File: src/rtl/lut_acc_pkg.sv
// Shared constants and the nibble encoder used by lut_acc_seq: a nonzero nibble
// becomes odd * 2^shift, with the odd part selecting a one-hot LUT row.
package lut_acc_pkg;

    localparam int LUT_WORD_W = 12;
    localparam int SAMPLE_W   = 8;
    localparam int NIB_W      = 4;
    localparam int ADDR_W     = 8;
    localparam int SHIFT_W    = 2;

    typedef struct packed {
        logic [ADDR_W-1:0]  onehot;
        logic [SHIFT_W-1:0] shift;
        logic               zero;
    } nib_code_t;

    function automatic nib_code_t nib_encode(input logic [NIB_W-1:0] n);
        nib_code_t        c;
        logic [NIB_W-1:0] k;
        logic [2:0]       idx;
        c.onehot = '0;
        c.shift  = '0;
        c.zero   = 1'b1;
        k        = '0;
        idx      = '0;
        if (n != '0) begin
            c.zero = 1'b0;
            // Scanning downward leaves the lowest set bit, i.e. the trailing-zero count.
            for (int i = NIB_W - 1; i >= 0; i--) begin
                if (n[i]) c.shift = SHIFT_W'(i);
            end
            k        = n >> c.shift;
            idx      = 3'((k - 4'd1) >> 1);
            c.onehot = 8'b1 << idx;
        end
        return c;
    endfunction

endpackage

File: src/rtl/lut_acc_seq_nibble_enc.sv
// Combinational nibble encoder: one-hot odd-multiple LUT address, shift and zero flag.
module nibble_enc
    import lut_acc_pkg::*;
(
    input  logic [NIB_W-1:0]   nib,
    output logic [ADDR_W-1:0]  onehot,
    output logic [SHIFT_W-1:0] shift,
    output logic               zero
);

    nib_code_t code;

    always_comb begin
        code   = nib_encode(nib);
        onehot = code.onehot;
        shift  = code.shift;
        zero   = code.zero;
    end

endmodule

File: src/rtl/lut_acc_seq.sv
// lut_acc_seq: two-stage sequencer/accumulator around the odd-multiple coefficient LUT.
// Build option: define LUT_ACC_OVF_EN to add the per-window carry-out flag port ovf.
module lut_acc_seq
    import lut_acc_pkg::*;
#(
    parameter int TAPS  = 8,
    parameter int ACC_W = 24
) (
    input  logic                  clk,
    input  logic                  rst_n,
    input  logic [SAMPLE_W-1:0]   in_data,
    input  logic                  in_valid,
    output logic                  in_ready,
    output logic [ADDR_W-1:0]     address0,
    output logic [ADDR_W-1:0]     address1,
    input  logic [LUT_WORD_W-1:0] memwrd0,
    input  logic [LUT_WORD_W-1:0] memwrd1,
    output logic [ACC_W-1:0]      out_data,
    output logic                  out_valid,
`ifdef LUT_ACC_OVF_EN
    output logic                  ovf,
`endif
    input  logic                  out_ready
);

    localparam int CNT_W = (TAPS > 1) ? $clog2(TAPS) : 1;
    localparam int PAD_W = ACC_W - LUT_WORD_W;

    logic [ADDR_W-1:0]  enc0_onehot, enc1_onehot;
    logic [SHIFT_W-1:0] enc0_shift, enc1_shift;
    logic               enc0_zero, enc1_zero;

    nibble_enc u_enc_lo (
        .nib    (in_data[NIB_W-1:0]),
        .onehot (enc0_onehot),
        .shift  (enc0_shift),
        .zero   (enc0_zero)
    );

    nibble_enc u_enc_hi (
        .nib    (in_data[SAMPLE_W-1:NIB_W]),
        .onehot (enc1_onehot),
        .shift  (enc1_shift),
        .zero   (enc1_zero)
    );

    logic [ADDR_W-1:0] addr0_q, addr0_d, addr1_q, addr1_d;
    logic [2:0]        sh0_q, sh0_d, sh1_q, sh1_d;
    logic              zero0_q, zero0_d, zero1_q, zero1_d;
    logic              last_q, last_d;
    logic              valid_a_q, valid_a_d;
    logic [CNT_W-1:0]  cnt_q, cnt_d;
    logic [ACC_W-1:0]  acc_q, acc_d;
    logic [ACC_W-1:0]  out_data_q, out_data_d;
    logic              out_valid_q, out_valid_d;

    logic              stall_b, adv_b, accept, last_in;
    logic [ACC_W-1:0]  term0, term1, sum;

    // Stage B only blocks when it must overwrite an unconsumed result.
    assign stall_b  = valid_a_q && last_q && out_valid_q && !out_ready;
    assign adv_b    = valid_a_q && !stall_b;
    assign in_ready = !valid_a_q || adv_b;
    assign accept   = in_valid && in_ready;
    assign last_in  = (cnt_q == CNT_W'(TAPS - 1));

    // The LUT stores inverted products, so inverting the word recovers the odd multiple.
    always_comb begin
        term0 = '0;
        term1 = '0;
        if (!zero0_q) term0 = {{PAD_W{1'b0}}, ~memwrd0} << sh0_q;
        if (!zero1_q) term1 = {{PAD_W{1'b0}}, ~memwrd1} << sh1_q;
    end

`ifdef LUT_ACC_OVF_EN
    logic [ACC_W:0] sum_a, sum_b;
    logic           carry;
    logic           ovf_acc_q, ovf_acc_d, ovf_q, ovf_d;

    always_comb begin
        sum_a = {1'b0, acc_q} + {1'b0, term0};
        sum_b = {1'b0, sum_a[ACC_W-1:0]} + {1'b0, term1};
        sum   = sum_b[ACC_W-1:0];
        carry = sum_a[ACC_W] | sum_b[ACC_W];
    end

    always_comb begin
        ovf_acc_d = ovf_acc_q;
        ovf_d     = ovf_q;
        if (adv_b) begin
            if (last_q) begin
                ovf_d     = ovf_acc_q | carry;
                ovf_acc_d = 1'b0;
            end else begin
                ovf_acc_d = ovf_acc_q | carry;
            end
        end
    end

    always_ff @(posedge clk or negedge rst_n) begin
        if (!rst_n) begin
            ovf_acc_q <= 1'b0;
            ovf_q     <= 1'b0;
        end else begin
            ovf_acc_q <= ovf_acc_d;
            ovf_q     <= ovf_d;
        end
    end

    assign ovf = ovf_q;
`else
    always_comb sum = acc_q + term0 + term1;
`endif

    always_comb begin
        addr0_d     = addr0_q;
        addr1_d     = addr1_q;
        sh0_d       = sh0_q;
        sh1_d       = sh1_q;
        zero0_d     = zero0_q;
        zero1_d     = zero1_q;
        last_d      = last_q;
        valid_a_d   = valid_a_q;
        cnt_d       = cnt_q;
        acc_d       = acc_q;
        out_data_d  = out_data_q;
        out_valid_d = out_valid_q;

        // Stage A: capture encoded nibbles; tap position is tracked at acceptance.
        if (accept) begin
            addr0_d   = enc0_onehot;
            addr1_d   = enc1_onehot;
            sh0_d     = {1'b0, enc0_shift};
            sh1_d     = {1'b0, enc1_shift} + 3'd4;
            zero0_d   = enc0_zero;
            zero1_d   = enc1_zero;
            last_d    = last_in;
            valid_a_d = 1'b1;
            cnt_d     = last_in ? '0 : cnt_q + 1'b1;
        end else if (adv_b) begin
            valid_a_d = 1'b0;
        end

        if (out_valid_q && out_ready) out_valid_d = 1'b0;

        // Stage B: fold both terms; a fresh result overrides a same-cycle handover.
        if (adv_b) begin
            if (last_q) begin
                out_data_d  = sum;
                out_valid_d = 1'b1;
                acc_d       = '0;
            end else begin
                acc_d = sum;
            end
        end
    end

    always_ff @(posedge clk or negedge rst_n) begin
        if (!rst_n) begin
            addr0_q     <= '0;
            addr1_q     <= '0;
            sh0_q       <= '0;
            sh1_q       <= '0;
            zero0_q     <= 1'b1;
            zero1_q     <= 1'b1;
            last_q      <= 1'b0;
            valid_a_q   <= 1'b0;
            cnt_q       <= '0;
            acc_q       <= '0;
            out_data_q  <= '0;
            out_valid_q <= 1'b0;
        end else begin
            addr0_q     <= addr0_d;
            addr1_q     <= addr1_d;
            sh0_q       <= sh0_d;
            sh1_q       <= sh1_d;
            zero0_q     <= zero0_d;
            zero1_q     <= zero1_d;
            last_q      <= last_d;
            valid_a_q   <= valid_a_d;
            cnt_q       <= cnt_d;
            acc_q       <= acc_d;
            out_data_q  <= out_data_d;
            out_valid_q <= out_valid_d;
        end
    end

    assign address0  = addr0_q;
    assign address1  = addr1_q;
    assign out_data  = out_data_q;
    assign out_valid = out_valid_q;

endmodule

File: config.mk
export PLATFORM = sky130hd
export DESIGN_NAME = lut_acc_seq
export DESIGN_NICKNAME = d
export VERILOG_FILES = /design/src/rtl/lut_acc_pkg.sv /design/src/rtl/lut_acc_seq_nibble_enc.sv /design/src/rtl/lut_acc_seq.sv
export SDC_FILE = /design/constraint.sdc
export NUM_CORES = 1
export LEC_CHECK = 0
export CAP_MARGIN = 5
export CORE_UTILIZATION = 61
export CTS_BUF_LIST = sky130_fd_sc_hd__clkbuf_2
export DETAILED_ROUTE_END_ITERATION = 16
export HOLD_SLACK_MARGIN = 0.03
export PLACE_DENSITY = 0.88
export SLEW_MARGIN = 20
export SYNTH_ARGS = -nofsm -noshare
export SYNTH_HDL_FRONTEND = slang
export SYNTH_HIERARCHICAL = 1
export SYNTH_SLANG_ARGS = --single-unit
File: constraint.sdc
create_clock -name clk -period 9.55 [get_ports clk]
set_clock_uncertainty 0.1 [all_clocks]
set_input_delay 1.91 -clock clk [delete_from_list [all_inputs] [get_ports clk]]
set_output_delay 1.91 -clock clk [all_outputs]
set_load 0.005 [all_outputs]
# --- Word level (Yosys, flattened, before mapping) ---
# Index checks and enable logic that the tools add are counted.
# W data, S select, Z words.
op_classes:
  n_addsub: 6
  n_eq_ne: 1
  shifts: 6
  n_mux: 21
  bitwise: 2
  n_reduce_logical: 14
op_table:
  columns: ["operator", "count"]
  rows:
  - ["$mux W24", 3]
  - ["$add A24 B24 Y24", 2]
  - ["$not A12 Y12", 2]
  - ["$shl A12 B2 Y24", 1]
  - ["$shl A12 B3 Y24", 1]
  - ["$mux W11", 2]
  - ["$mux W2", 10]
  - ["$shl A1 B3 Y8 const A", 2]
  - ["$reduce_bool A4 Y1", 2]
  - ["$shr A4 B2 Y4", 2]
  - ["$sub A4 B1 Y4 const B", 2]
  - ["$logic_and A1 B1 Y1", 6]
  - ["$mux W1", 5]
  - ["$add A2 B3 Y3 const B", 1]
  - ["$add A3 B1 Y3 const B", 1]
  - ["$eq A3 B3 Y1 const B", 1]
  - ["$logic_not A1 Y1", 3]
  - ["$mux W3", 1]
  - ["$reduce_and A2 Y1", 1]
  - ["$reduce_bool A2 Y1", 1]
  - ["$logic_or A1 B1 Y1", 1]
totals:
  regBits: 77
  out_inout_bits: 42
  elab_cells: 62

# --- Depth between registers and ports, before layout ---
# Gate-level depths: netlist of the first run.
logic_depth:
  depth_word: 10
  ltp_mapped: 16
  depth_no_buf: 15

# --- Hierarchy ---
# Netlist of the first run, hierarchy kept.
by_module_without_submodules:
  columns: ["mod", "instances", "cells_per_inst", "area_per_inst_um2"]
  rows:
  - ["lut_acc_seq", 1, 501, 5047.3]
  - ["nibble_enc", 2, 28, 175.2]

# --- Worst setup path before layout of the first run ---
# Ideal clock, no wire load.
synth_path:
  kind: "input to register"
  start: "input port memwrd1[1]"
  end: "register out_data_q[21], in the netlist out_data[21]"
  setup_time_ns: 0.082
  arrival_time_ns: 4.955
  t_required_ns: 9.368
  path_slack_ns: 4.413
  cell_stages: 14
  path_cell_list: "nor2b_1 a211oi_1 nand2_1 fa_1 inv_1 ha_1 fa_1 a211oi_2 nor2_1 o31a_1 a22o_1 a31o_2 a21bo_1 a31oi_1"
synth_between:
  elab_chain_len: 4
synth_rtl:
  columns: ["item", "line_no", "rtl"]
  rows:
  - ["start: declaration", "lut_acc_seq.sv:17", "input logic [LUT_WORD_W-1:0] memwrd1,"]
  - ["$not A12 Y12", "lut_acc_seq.sv:72", "if (!zero1_q) term1 = {{PAD_W{1'b0}}, ~memwrd1} << sh1_q;"]
  - ["$shl A12 B3 Y24", "lut_acc_seq.sv:72", null]
  - ["$mux W24", "lut_acc_seq.sv:72", null]
  - ["$add A24 B24 Y24", "lut_acc_seq.sv:112", "always_comb sum = acc_q + term0 + term1;"]
  - ["end signal: assignment", "lut_acc_seq.sv:183", "out_data_q <= out_data_d;"]
  - ["end: declaration", "lut_acc_seq.sv:54", "logic [ACC_W-1:0] out_data_q, out_data_d;"]
# Every way passes these cells.
# A chain may end at the register's enable or synchronous reset.

# --- Worst setup path in the final report of the first run ---
layout_path:
  start: "input port memwrd1[1]"
  end: "register out_data_q[17], in the netlist out_data[17]"
# Same word-level chain as after synthesis.

==> results of run 1 <==
## path summary, 6_finish.rpt
path / slack, ps / endpoint
hold / removal: 400 / out_data[8]
hold reg to reg: 400 / out_data[8]
setup / recovery: 4160 / out_data[17]
setup reg to reg: 4980 / out_data[17]
max in group asynchronous: 7330 / acc_q[10]
min in group asynchronous: 1390 / address1[5]
## cell usage in the layout, fill, tap and decap left out, types with 6 or more instances in the layout
master           count
a21o_1               8
inv_1                8
fa_1                16
nand3b_1             6
a22o_1              14
clkdlybuf4s50_1     76
o21ai_0             16
nor2_1              63
xor2_1               7
mux2_2              39
xnor2_1             16
clkbuf_2             9
mux2i_1             25
dfrtp_1             75
ha_1                25
nor2b_1             10
nand2b_1            14
nor3_1               7
a21oi_1             31
a31oi_1              6
o21ai_1              6
nand2_1             62
a211oi_1            11
## cell usage after synthesis (3+ instances only)
library cell	number
dfrtp_1	75
nand2_1	63
nor2_1	63
mux2_2	39
a21oi_1	31
ha_1	25
mux2i_1	25
clkbuf_1	20
fa_1	16
o21ai_0	16
xnor2_1	16
a22o_1	14
nand2b_1	14
a211oi_1	11
nor2b_1	10
a21o_1	8
inv_1	8
buf_2	7
nor3_1	7
xor2_1	7
a31oi_1	6
nand3b_1	6
o21ai_1	6
nand3_1	5
a211o_1	4
nor4b_1	4
a211oi_2	3
and3_1	3
o31ai_1	3
or2_2	3
## report_power, final
part           leakage [uW]  switching (uW)  internal, uW
logic               0.00181             458           441
clock network     0.0000531             131          37.5
registers          0.000981            82.7           423
## per-layer routing
layer	part of all wire, %	up-vias
met5	0	-
li1	-	2097
met3	4.5	19
met1	44	2119
met4	1.9	0
met2	50	99
## kinds of logic (layout without fill, tap and decap cells)
logic type               after synthesis  count (layout)
AO/OA/AOI/OAI                        118             118
XOR/XNOR                              23              23
adder cells (fa/ha/maj)               41              41
buffers and inverters                 40             103
flip-flops                            77              77
multiplexers                          66              66
AND/OR/NAND/NOR                      192             192
## sequential cells by signal, indices dropped and copies added, names as in the netlist, 2 cells and up
signal    cells
sh0_q         2
acc_q        24
cnt_q         3
sh1_q         3
out_data     24
address0      8
address1      8
## area by class of cell
type / count / area [um2] / share of cell area, %
clock buffer: 9 / 45.04 / 0.7183
clock inverter: 7 / 58.81 / 0.9378
inverter: 9 / 33.78 / 0.5387
multi-input combinational: 440 / 3297 / 52.57
sequential: 77 / 1929 / 30.77
tap: 105 / 131.4 / 2.095
timing repair buffer: 78 / 775.7 / 12.37
## per-stage QoR
stage / power (uW) / hold slack (ps) / std cells
floorplan: 1119 / 338.7 / 557
global placement: 1371 / 354.5 / 709
detailed placement: 1406 / 360.2 / 709
CTS: 1576 / 408.9 / 725
global route: 1701 / 440.2 / 725
finish: 1572 / 403.4 / 725
## critical path, cell delays in order
cell and delay (ps):
clkdlybuf4s50_1 440, nor2b_1 150, a211oi_1 320, nand2_1 130, fa_1 500, inv_1 40, ha_1 220, fa_1 430
a211oi_2 230, nor2_1 90, o31a_1 350, a22o_1 280, a31oi_1 250, xnor2_1 120, mux2_2 270
==> flow_summary.ini, run 1 <==
[status]
status = finished, final reports clean

[worst_setup_path]
worstSetupPathType = in2reg
start_kind = input port
cp_data_required_time_ps = 9910
crit_fanout = 4
rr_worst_depth = 13
timing.rr.start = sh1_q[0]
arrival_ps = 5740
endpoint_kind = flop
startpoint = memwrd1[1]

[floorplan]
dieArea_um2 = 9228
fp.dieW_um = 96.07
ioPinCount = 78
rows = 33
core_um2 = 8382
start_util_pct = 64.40
die_y_um = 96.07

[global_route]
groute.usage.overall_pct = 28.25
antenna_found_initial = 0
grt_busiest_layer = met2
grt_pass1_vias = 4276
grt_util_met3_pct = 5.371
met2_usage_pct = 46.63
grt_max_degree = 78
globalRouteMet1Util_pct = 36.90
grt_pass1_wl_mm = 19.89
grt.overflow.total = 0

[synth]
synth_cells = 557
synthMuxAreaShare_pct = 13.61
async_flop_share_pct = 100.0
syn_avg_cell_area_um2 = 9.691
ys_seq_area_share_pct = 35.74
synth_edf_count = 0
synth_ff_type = dfrtp_1
synth_top_area_cell = dfrtp_1
syn-num-nets = 634
synth_compound_area_share_pct = 15.23
synth.distinct_cells = 56
synthTopCellsByArea = dfrtp_1, mux2_2, fa_1
synth-simple-area-share_pct = 16.74
yosys_warnings = 6
synth-xor-area-share_pct = 3.732
yosys_register_bits = 77
netlist_area_um2 = 5398
netlist.area_leader.share_pct = 34.77
synthAdderAreaFrac_pct = 11.73
synth_top_family_by_area = simple AND/OR/NAND/NOR gates

[clocking]
clk_latency_ps = 550
cts_buffer_depth = 2
cts_tree = yes
ctsHoldBuffers = 0
cts_root_buffer = clkbuf_2
numCtsBuffers = 9
cts_setup_buffers = 0
htree_levels = 3
cts.reportedPaths.clkPinSlew_ps = 230
cts_resized = 0
clkSinkCount = 77

[route]
drc_errors = 0
first_iter_violations = 248
via_per_inst = 5.978
totalWireLength_mm = 11.89
num_vias = 4334
drt-pass1-iter-count = 4
drtAntennaViolNets = 0
wl_per_cell_um = 16.41

[sta]
period_share_pct = 56.40
max_freq_mhz = 185.7
slew_viol_final = 0
setup_tns_ps = 0
period_needed_ps = 5386
fin_ws_ps = 4164
tightest_slew_ps = 1001
slew_headroom_pct = 33.02
hold_viol_final = 0
setup_viol = 0
rsz0062_at_grt = no

[pwr]
p_leak_uw = 0.002846
peakVddDrop_mv = 0.1829
power_density_nw_per_um2 = 250.7

[layout]
fill_cells = 603
diodes = 0
final_area_um2 = 6271
syn_to_final_growth_pct = 16.18
final_nets = 692
final_util_pct = 74.82
final_layout_size_suffix_gt1_share_pct = 11.77

[place]
dpl.hpwl_mm = 9.069
gp_congestion = 0.9075
place_area_um2 = 6165
pre_cts_ws_ps = 3632
io_buffers = 77

[hold_path]
hp-class = reg2reg
hp-start = out_data[8]
holdPathStages = 2

[flow_run]
drv_cap = 0
Power figures use the tool's default switching activity.
==> inputs of run 2 (changes only) <==
--- a/config.mk
+++ b/config.mk
@@ -6,11 +6,11 @@
 export NUM_CORES = 1
 export LEC_CHECK = 0
 export CAP_MARGIN = 5
-export CORE_UTILIZATION = 61
+export CORE_UTILIZATION = 51
 export CTS_BUF_LIST = sky130_fd_sc_hd__clkbuf_2
 export DETAILED_ROUTE_END_ITERATION = 16
 export HOLD_SLACK_MARGIN = 0.03
-export PLACE_DENSITY = 0.88
+export PLACE_DENSITY = 0.79
 export SLEW_MARGIN = 20
 export SYNTH_ARGS = -nofsm -noshare
 export SYNTH_HDL_FRONTEND = slang
==> constraint.sdc (replaced) <==
create_clock -name clk -period 4.6 [get_ports clk]
set_clock_uncertainty 0.1 [all_clocks]
set_input_delay 0.92 -clock clk [delete_from_list [all_inputs] [get_ports clk]]
set_output_delay 0.92 -clock clk [all_outputs]
set_load 0.005 [all_outputs]
==> flow_summary.ini, run 2 (synthesis results as in run 1) <==
[clocking]
clk_latency_ps = 560
cts_root_buffer = clkbuf_2
cts_resized = 0
ctsHoldBuffers = 0
cts_buffer_depth = 2
cts_setup_buffers = 0
cts.reportedPaths.clkPinSlew_ps = 250
numCtsBuffers = 9
cts_tree = yes
clkSinkCount = 77
htree_levels = 3

[sta]
hold_slack_ps = 328.1
period_needed_ps = 4338
tightest_slew_ps = 965.5
period_share_pct = 94.31
slew_viol_final = 0
setup_viol = 0
fin_ws_ps = 261.6
hold_viol_final = 0
rsz0062_at_grt = no
max_freq_mhz = 230.5
slew_headroom_pct = 35.63

[worst_setup_path]
endpoint_kind = flop
start_kind = input port
worstSetupPathType = in2reg
arrival_ps = 4740
path_depth = 15
crit_fanout = 6
critPathMaxStageDelay_ps = 510
cp_common_cell = fa_1
crit_family = compound AO/OA/AOI/OAI gates
cp_data_required_time_ps = 5000
r2r_setup_slack_ps = 450
critPathBufInv = 2
path_cells = clkdlybuf4s50_1 > nor2b_1 > a211oi_1 > nand2_1 > fa_1 > inv_1 > ha_1 > fa_1 > a211oi_2 > nor2_1 > o31a_1 > a22o_1 > a31o_2 > a21bo_1 > a31oi_1
rr_worst_depth = 15
cp_slowest_cell = fa_1

[route]
drc_errors = 0
drtAntennaViolNets = 0
wl_per_cell_um = 15.78
drt-pass1-iter-count = 4
first_iter_violations = 256
via_per_inst = 5.563
totalWireLength_mm = 12.57
num_vias = 4434

[floorplan]
die_y_um = 104.9
core_um2 = 10280
rows = 37
fp.dieW_um = 104.9
dieArea_um2 = 11000
start_util_pct = 52.52
ioPinCount = 78

[pwr]
p_leak_uw = 0.003078
power_density_nw_per_um2 = 546.7
peakVddDrop_mv = 0.3134

[global_route]
groute.usage.overall_pct = 24.87
grt_pass1_vias = 4558
antenna_found_initial = 0
grt_pass1_wl_mm = 21.73
grt.overflow.total = 0
grt_max_degree = 78

[layout]
final_cell_mix = clkdlybuf4s50_1, dfrtp_1, nor2_1, nand2_1, buf_4
final_layout_size_suffix_gt1_share_pct = 17.10
diodes = 0
final_common_cell = clkdlybuf4s50_1
syn_to_final_growth_pct = 23.30
final_nets = 733

[place]
gp_congestion = 0.8957
pre_cts_ws_ps = -304.7
io_buffers = 77
dpl.hpwl_mm = 9.682

[flow_run]
drv_cap = 0

[hold_path]
hp-class = in2async

[status]
status = finished, final reports clean
==> run 2: changes by cell type in the layout (fill, tap and decap cells not counted), moves of 2 or more <==
cell and delta:
buf_4 +41, bufinv_16 +2, clkinv_4 +2, clkinvlp_4 -3
==> run 2: final cells by class <==
| cell class | instances | area [um2] |
|---|---|---|
| fillers | 867 | 3622 |
| multi-input cells | 440 | 3294 |
| flip-flops and latches | 77 | 1929 |
| repair buffers | 119 | 1084 |
| well taps | 136 | 170.2 |
| clock inverters | 7 | 98.84 |
| clock buffers | 9 | 45.04 |
| inverters | 9 | 33.78 |
==> run 2: per-layer routing <==
metal | routed length (um) | vias to the layer above | track usage, % | share of wire (%)
met5 | 0 | - | 0 | 0
met4 | 263 | 0 | 9.457 | 2.1
met3 | 403 | 22 | 3.743 | 3.2
met2 | 6291 | 84 | 42.53 | 50
met1 | 5615 | 2153 | 31.82 | 45
li1 | - | 2175 | - | -
==> run 2: report_power, final <==
| group | leakage [uW] | internal (uW) | switching [uW] | total [uW] |
|---|---|---|---|---|
| clock network | 0.0000825 | 182 | 263 | 446 |
| logic | 0.00201 | 1130 | 1020 | 2150 |
| registers | 0.000981 | 878 | 162 | 1040 |
==> run 2: path summary, 6_finish.rpt <==
check,start,to
max,memwrd1[1],out_data[21]
min,rst_n,out_data[0]
min in group clk,acc_q[1],acc_q[1]
max in group asynchronous,rst_n,address0[1]
min reg2reg,acc_q[1],acc_q[1]
max reg2reg,sh1_q[1],out_data[20]
==> run 2: stage by stage <==
stage | setup TNS, ps | util (%) | std cells | total power [uW] | instance area [um2]
after floorplan | 0 | - | 557 | 2324 | 5398
after global placement | -2026 | 63.36 | 781 | 3144 | 6511
after detailed placement | -3835 | 63.36 | 781 | 3200 | 6511
after CTS | 0 | 64.76 | 797 | 3663 | 6655
after global routing | 0 | 64.76 | 797 | 3942 | 6655
final | 0 | 64.76 | 797 | 3638 | 6655
==> inputs of run 3 (changes only) <==
--- a/config.mk
+++ b/config.mk
@@ -9,10 +9,10 @@
 export CORE_UTILIZATION = 51
 export CTS_BUF_LIST = sky130_fd_sc_hd__clkbuf_2
 export DETAILED_ROUTE_END_ITERATION = 16
+export GPL_TIMING_DRIVEN = 0
 export HOLD_SLACK_MARGIN = 0.03
 export PLACE_DENSITY = 0.79
 export SLEW_MARGIN = 20
 export SYNTH_ARGS = -nofsm -noshare
 export SYNTH_HDL_FRONTEND = slang
-export SYNTH_HIERARCHICAL = 1
 export SYNTH_SLANG_ARGS = --single-unit
==> flow_summary.ini, run 3 <==
[status]
status = finished, final reports clean

[layout]
final_nets = 740
final_cell_mix = nand2_1, dfrtp_1, clkdlybuf4s50_1
final_common_cell = nand2_1
syn_to_final_growth_pct = 20.04
diodes = 0
final_layout_size_suffix_gt1_share_pct = 8.859
fill_cells = 844
final_util_pct = 64.08
layout.cells.non_filler = 799

[sta]
rsz0062_at_grt = no
period_share_pct = 96.03
fin_ws_ps = 182.8
tightest_slew_ps = 854.1
period_needed_ps = 4417
setup_tns_ps = 0
max_freq_mhz = 226.4
hold_slack_ps = 155.5
setup_viol = 0
slew_viol_final = 0
slew_headroom_pct = 42.85
hold_viol_final = 0

[worst_setup_path]
critPathMaxStageDelay_ps = 490
critPathBufInv = 2
path_depth = 15
endpoint_kind = flop
cp_slowest_cell = fa_1
r2r_end = out_data[23]
arrival_ps = 4790
crit_family = compound AO/OA/AOI/OAI gates
crit_end = out_data[23]
start_kind = input port
worstSetupPathType = in2reg
path_cells = clkdlybuf4s50_1 > nor2b_1 > a211oi_1 > nand2_1 > fa_1 > inv_1 > ha_1 > fa_1 > a21o_1 > a221oi_2 > nand2_1 > a31o_2 > a31oi_4 > mux2i_1 > nand3_1
startpoint = memwrd1[1]
r2r_setup_slack_ps = 240
rr_worst_depth = 14
crit_fanout = 7
cp_data_required_time_ps = 4980
timing.rr.start = sh1_q[1]

[floorplan]
dieArea_um2 = 10830
die_y_um = 104.1
ioPinCount = 78
rows = 36
fp.dieW_um = 104.1
start_util_pct = 53.38
core_um2 = 9955

[clocking]
clkSinkCount = 77
numCtsBuffers = 9
ctsHoldBuffers = 0
cts_setup_buffers = 0
cts_root_buffer = clkbuf_2
htree_levels = 3
cts.reportedPaths.clkPinSlew_ps = 240
cts_tree = yes
clk_latency_ps = 580
cts_buffer_depth = 2

[hold_path]
hp-class = in2async

[global_route]
groute.usage.overall_pct = 25.69
grt_pass1_vias = 4663
antenna_found_initial = 0
grt.overflow.total = 0
grt_max_degree = 42
grt_pass1_wl_mm = 22.04

[synth]
yosys_warnings = 0
synthMuxAreaShare_pct = 7.959
yosys_register_bits = 77
synth-simple-area-share_pct = 19.57
synth_compound_area_share_pct = 17.35
synth_edf_count = 0
synth_ff_type = dfrtp_1
synth-xor-area-share_pct = 3.461
synth_cells = 577
async_flop_share_pct = 100.0
synth.distinct_cells = 59
syn-num-nets = 656
netlist_area_um2 = 5314
netlist.area_leader.share_pct = 35.32
synth_top_family_by_area = simple AND/OR/NAND/NOR gates
synthTopCellsByArea = dfrtp_1, nand2_1, ha_1
synth_most_common_cell = nand2_1
synthAdderAreaFrac_pct = 12.39
yosys-top-cells-count = nand2_1, dfrtp_1, nor2_1
ys_seq_area_share_pct = 36.31
synth_top_area_cell = dfrtp_1
syn_avg_cell_area_um2 = 9.209

[route]
wl_per_cell_um = 16.56
via_per_inst = 5.841
wl_met1_mm = 5.878
num_vias = 4667
drtAntennaViolNets = 0
wl_met2_mm = 6.301
first_iter_violations = 247
drt-pass1-iter-count = 6
maxUsedRoutingLayer = met4
drc_errors = 0
totalWireLength_mm = 13.24
wl_met3_um = 756

[flow_run]
drv_cap = 0

[pwr]
peakVddDrop_mv = 0.2120
p_leak_uw = 0.002871
power_density_nw_per_um2 = 512.7

[place]
pre_cts_ws_ps = -425.9
io_buffers = 74
dp.cells = 785
gp_congestion = 0.9512
dpl.hpwl_mm = 10.44
-- run 3: repair_timing --
item	in CTS	in global routing
hold endpoints to repair	0	0
gates resized for setup	1	9
setup endpoints to repair	7	12
-- run 3: cell type report --
type	instances	area [um2]	share of cell area [%]
buffer	29	117.6	1.844
clock buffer	9	45.04	0.7062
clock inverter	7	90.09	1.412
inverter	10	37.54	0.5885
multi-input combinational	459	3233	50.69
sequential	77	1931	30.27
tap	133	166.4	2.609
timing repair buffer	75	758.2	11.89
-- run 3: kinds of logic (layout without fill, tap and decap cells) --
family                     Yosys count  count (layout)
AOI/OAI and AO/OA                  134             134
xor gates and xnor gates            21              21
muxes                               30              30
buffers and inverters               41             130
adders and majority gates           43              43
and+or+nand+nor                    231             231
DFF                                 77              77
-- run 3: how the worst min path moves through the flow --
stage | cells past startpoint | end | start
6_report | 1 | out_data[4] | rst_n
5_1_grt | 1 | out_data[4] | rst_n
4_1_cts | 1 | out_data[4] | rst_n
3_5_place_dp | 2 | out_data[4] | out_data[4]
3_3_place_gp | 2 | out_data[2] | out_data[2]
2_1_floorplan | 2 | cnt_q[1] | cnt_q[1]
-- run 3: where the power goes --
group	total [uW]	leakage (uW)	switching, uW	internal [uW]
logic	1850	0.00180	1010	845
clock network	434	0.0000793	257	177
registers	983	0.000991	123	860
total	3270	0.00287	1390	1880
-- run 3: through the flow --
step / total power, uW / cell area, um2
after floorplan: 2243 / 5314
after global placement: 2746 / 6221
after detailed placement: 2829 / 6238
after CTS: 3265 / 6371
after global routing: 3511 / 6379
final: 3271 / 6379
-- run 3: layer usage --
layer / track usage [%] / vias up
met4: 11.73 / 0
met2: 42.14 / 157
met1: 32.99 / 2259
met3: 4.887 / 31
li1: - / 2220
met5: 0 / -
-- run 3: worst register-to-register path, cell delays in order, from the launching register on --
cell,delay (ps)
dfrtp_1,390
clkbuf_2,260
clkbuf_2,280
mux2i_1,260
a21oi_1,140
nor3_1,220
fa_1,510
fa_1,480
a21o_1,230
a221oi_2,400
nand2_1,90
a31o_2,290
a31oi_4,320
mux2i_1,220
nand3_1,80
